`src/rtl/roll_ctrl.sv`:
```
// roll_ctrl: debounced roll button, dice spinner and valid/ack handoff
// to the craps game FSM.
module roll_ctrl #(
  parameter int DEBOUNCE_CYCLES = 1000000,
  parameter int SPIN_DIV        = 4
) (
  input  logic       Clk100MHz,
  input  logic       reset_n,
  input  logic       roll_btn,
  input  logic       fsm_ready,
  input  logic       roll_ack,
  output logic [2:0] die1,
  output logic [2:0] die2,
  output logic [3:0] sum,
  output logic       roll_valid,
  output logic       spinning
);

  localparam int CW = $clog2(DEBOUNCE_CYCLES);
  localparam int TW = (SPIN_DIV > 1) ? $clog2(SPIN_DIV) : 1;
  localparam logic [CW-1:0] CNT_LAST = CW'(DEBOUNCE_CYCLES - 1);
  localparam logic [TW-1:0] TICK_LAST = TW'(SPIN_DIV - 1);

  typedef enum logic [2:0] {
    IDLE,
    PRESS_DB,
    SPIN,
    REL_DB,
    PRESENT
  } state_t;

  state_t        state, state_n;
  logic [CW-1:0] cnt, cnt_n;
  logic [TW-1:0] tick, tick_n;
  logic          sync1, btn_s;
  logic          adv;
  logic [2:0]    d1_n, d2_n;

  always_ff @(posedge Clk100MHz or negedge reset_n) begin
    if (!reset_n) begin
      sync1 <= 1'b0;
      btn_s <= 1'b0;
    end else begin
      sync1 <= roll_btn;
      btn_s <= sync1;
    end
  end

  always_comb begin
    state_n = state;
    cnt_n   = cnt;
    tick_n  = tick;
    adv     = 1'b0;
    unique case (state)
      IDLE: begin
        if (fsm_ready && btn_s) begin
          state_n = PRESS_DB;
          cnt_n   = '0;
        end
      end
      PRESS_DB: begin
        if (!btn_s) begin
          state_n = IDLE;
        end else if (cnt == CNT_LAST) begin
          state_n = SPIN;
          cnt_n   = '0;
          tick_n  = '0;
        end else begin
          cnt_n = cnt + CW'(1);
        end
      end
      SPIN: begin
        adv    = (tick == TICK_LAST);
        tick_n = adv ? '0 : tick + TW'(1);
        if (!btn_s) begin
          state_n = REL_DB;
          cnt_n   = '0;
        end
      end
      REL_DB: begin
        // tick is left alone so a bounce resumes the spin mid-period
        if (btn_s) begin
          state_n = SPIN;
          cnt_n   = '0;
        end else if (cnt == CNT_LAST) begin
          state_n = PRESENT;
        end else begin
          cnt_n = cnt + CW'(1);
        end
      end
      PRESENT: begin
        if (roll_ack) state_n = IDLE;
      end
      default: state_n = IDLE;
    endcase
  end

  always_comb begin
    d1_n = (die1 == 3'd6) ? 3'd1 : die1 + 3'd1;
    d2_n = die2;
    if (die1 == 3'd6) d2_n = (die2 == 3'd6) ? 3'd1 : die2 + 3'd1;
  end

  always_ff @(posedge Clk100MHz or negedge reset_n) begin
    if (!reset_n) begin
      state      <= IDLE;
      cnt        <= '0;
      tick       <= '0;
      die1       <= 3'd1;
      die2       <= 3'd1;
      sum        <= 4'd2;
      spinning   <= 1'b0;
      roll_valid <= 1'b0;
    end else begin
      state      <= state_n;
      cnt        <= cnt_n;
      tick       <= tick_n;
      spinning   <= (state_n == SPIN);
      roll_valid <= (state_n == PRESENT);
      if (adv) begin
        die1 <= d1_n;
        die2 <= d2_n;
        sum  <= {1'b0, d1_n} + {1'b0, d2_n};
      end
    end
  end

endmodule
```
`config.mk`:
```
export PLATFORM = sky130hd
export DESIGN_NAME = roll_ctrl
export DESIGN_NICKNAME = d
export VERILOG_FILES = /design/src/rtl/roll_ctrl.sv
export SDC_FILE = /design/constraint.sdc
export NUM_CORES = 1
export LEC_CHECK = 0
export BUFFER_PORTS_ARGS = -buffer_cell sky130_fd_sc_hd__buf_2
export CAP_MARGIN = 5
export CORE_MARGIN = 3
export CORE_UTILIZATION = 53
export CTS_CLUSTER_DIAMETER = 60
export DETAILED_ROUTE_END_ITERATION = 8
export PLACE_DENSITY = 0.86
export SLEW_MARGIN = 40
export SYNTH_ARGS = -nofsm -noshare
export SYNTH_HDL_FRONTEND = slang
export SYNTH_SLANG_ARGS = --single-unit
```
`constraint.sdc`:
```
create_clock -name Clk100MHz -period 1.9 [get_ports Clk100MHz]
set_input_delay 0 -clock Clk100MHz [delete_from_list [all_inputs] [get_ports Clk100MHz]]
set_output_delay 0 -clock Clk100MHz [all_outputs]
set_load 0.05 [all_outputs]
```
==> impl_metrics.yaml <==
sta:
  report.final.slew_viol_count: 0
  max_freq_mhz: 469
  setup_slack_ps: -231
  tightest_slew_ps: 515
  slew_headroom: 0.657
  rsz0062_at_grt: "true"
  setup_viol: 26
  period_share: 1.12
  finalSetupTns_ps: -3330
  period_minus_slack_ps: 2130
  skew_ps: 9.85
  finalHoldViolCount: 0
floorplan:
  placementRows: 22
  fp.dieH_um: 69.8
  initial_core_util: 0.567
  die_area_um2: 4870
  die-width_um: 69.8
  ios: 17
  core_area_um2: 3800
pwr:
  p_per_area_nw_per_um2: 634
  power_frac_clock: 0.448
  worst_ir_drop_vdd_mv: 0.799
  internal-power_w: 0.00144
  switchingPower_w: 0.000410
  sw_frac_of_total: 0.221
  share_seq_of_total_power: 0.461
  comb_power_share: 0.092
  power.total_w: 0.00185
  p_leak_nw: 1.35
synthesis:
  post_synth_and_or_nand_nor_area_fraction: 0.238
  synth.ff_latch_count: 39
  synthMuxAreaShare: 0.0296
  ys_warn_count: 0
  syn_area_um2: 2150
  synth.avg_cell_area_um2: 9.37
  synthDistinctLibCells: 51
  synth_compound_area_frac: 0.169
  synth_cells: 230
  ys.flop_type: "dfrtp_1"
  synthesis.nets: 241
  synthArstFlopShare: 1.00
  synth_adder_area_share: 0.0383
  yosysSeqAreaShare: 0.455
  synth_edf_count: 0
  synth_top_family_by_area: "simple AND/OR/NAND/NOR gates"
  synth_xor_area_frac: 0.0366
setup_path:
  required_ps: 2090
  endpoint_kind: "flop"
  rrSetupSlack_ps: -230
  crit_fanout: 3
  arrival_ps: 2320
  crit_type: "flop to flop"
  crit_path_start_kind: "flop"
routing:
  vias: 2128
  drc: 0
  drt_iter0_drc: 234
  drt-pass1-iter-count: 5
  vias_per_cell: 6.24
  ant_nets: 0
  drt-total-wl_um: 6290
  wire_per_inst_um: 18.5
run:
  drv_cap: 0
layout:
  nets: 303
  n_antenna_cell: 0
  drive_gt1_frac: 0.358
  syn2layout_area_growth_pct: 35.6
  nFillCells: 217
  final_cells: 341
placement:
  dp_hpwl_um: 3590
  place_ws_ps: -129
  place_congestion: 0.881
  place_inst: 320
  port_buffers: 16
cts:
  insertion_delay_ps: 300
  cts-htree-levels: 2
  cts_sinks: 39
  clock-root-buffer: "clkbuf_8"
  clk_pin_slew_ps: 80
  clk_path_buf_depth: 2
  cts_tree: "yes"
  numCtsBuffers: 5
worst_hold_path:
  hold_class: "input port to flop"
global_route:
  overflow: 0
  antenna_found_initial: 0
  grt_max_degree: 40
  grt_pass1_vias: 1970
  grt_use_total: 0.223
  grt_pass1_wl_um: 8900
outcome:
  outcome: "complete, but fails checks"
  violations: "setup timing"
-- sequential cells by signal, summed over array words and instances, names as in the netlist --
register	cells
btn_s	1
cnt	20
die1	3
die2	3
roll_valid	1
spinning	1
state	3
sum	4
sync1	1
tick	2
-- power groups by stage --
stage	Clock [W]	Sequential [W]	Combinational, W
finish	0.000829	0.000853	0.000170
global placement	0	0.000866	0.000116
CTS	0.000826	0.000850	0.000135
floorplan	0	0.000867	0.0000562
global route	0.000870	0.000853	0.000186
detailed placement	0	0.000867	0.000122
-- routing by layer --
layer | track usage | up-vias | wire, µm
met3 | 0.0493 | 15 | 434
met5 | 0 | - | 0
li1 | - | 963 | -
met4 | 0.0766 | 0 | 147
met2 | 0.371 | 108 | 3310
met1 | 0.285 | 1042 | 2400
-- stage by stage --
stage,instance area [µm²],hold WS (ps),util
final,2920,223,0.769
after global routing,2920,247,0.769
after CTS,2750,211,0.724
after detailed placement,2530,87.8,0.667
after global placement,2530,80.5,0.667
after floorplan,2180,-296,-
-- area by class of cell --
class / count / area (µm²) / area share
Clock buffer: 6 / 72.6 / 0.0248
Multi-Input combinational cell: 173 / 1230 / 0.422
Timing Repair Buffer: 63 / 470 / 0.161
Inverter: 10 / 40.0 / 0.0137
Clock inverter: 2 / 60.1 / 0.0206
Tap cell: 48 / 60.1 / 0.0206
Sequential cell: 39 / 986 / 0.337
-- final timing paths --
path                                start       end  cells after the start
worst max-delay path               cnt[1]    cnt[9]                      8
worst min-delay path            fsm_ready  state[0]                      4
worst max register to register     cnt[1]    cnt[9]                      8
worst min register to register      sync1     btn_s                      0
max in group asynchronous         reset_n   die2[0]                      3
min in group asynchronous         reset_n    cnt[9]                      3
-- worst max-delay path, stage by stage, from the launching register on --
cell,delay [ps]
dfrtp_1,380
ha_2,200
and4_1,240
nand4_1,180
buf_4,220
o311ai_2,240
buf_4,170
o21ai_0,120
a22o_1,250
-- timing repair --
item | in CTS | in global routing
gates resized for setup | 6 | 37
setup buffers | 5 | 4
hold endpoints to repair | 39 | 0
endpoints found under the setup margin | 22 | 28
cloned | 0 | 1
hold buffers | 3 | 0
pin swaps | 3 | 16
-- synthesized netlist by cell type (3+ instances only) --
cell,instances,share of area
nor3_1,4,0.0093
a31oi_1,3,0.0087
xnor2_1,3,0.012
xor2_1,6,0.024
nand2_1,26,0.045
o21ai_0,17,0.039
or3_1,5,0.015
inv_1,10,0.017
dfstp_2,3,0.037
a21oi_1,13,0.030
mux2i_1,3,0.014
nor2_1,15,0.026
and3_1,6,0.017
ha_1,5,0.029
o21a_1,3,0.010
nand3_1,9,0.021
and2_1,3,0.0087
dfrtp_1,36,0.42
nand4_1,9,0.026
mux2_2,3,0.016
nor3b_1,3,0.010
clkbuf_1,5,0.0087
nand2b_1,3,0.0087
-- cells by family after synthesis --
family,Yosys count
fa+ha+maj,6
simple gates,95
mux,6
flops,39
compound gates,57
xor+xnor,9
buf+inv,18
-- cell usage in the layout (no fill, tap or decap), types with 6 or more instances in the layout --
cell type / n
nor2_1: 15
a21oi_1: 11
buf_4: 36
dfrtp_1: 34
o21ai_0: 8
xor2_1: 6
o21ai_1: 9
buf_6: 8
buf_2: 16
inv_1: 9
nand3_1: 8
nand2_1: 23
nand4_1: 9
No activity file was read; power rests on OpenSTA's default activity.
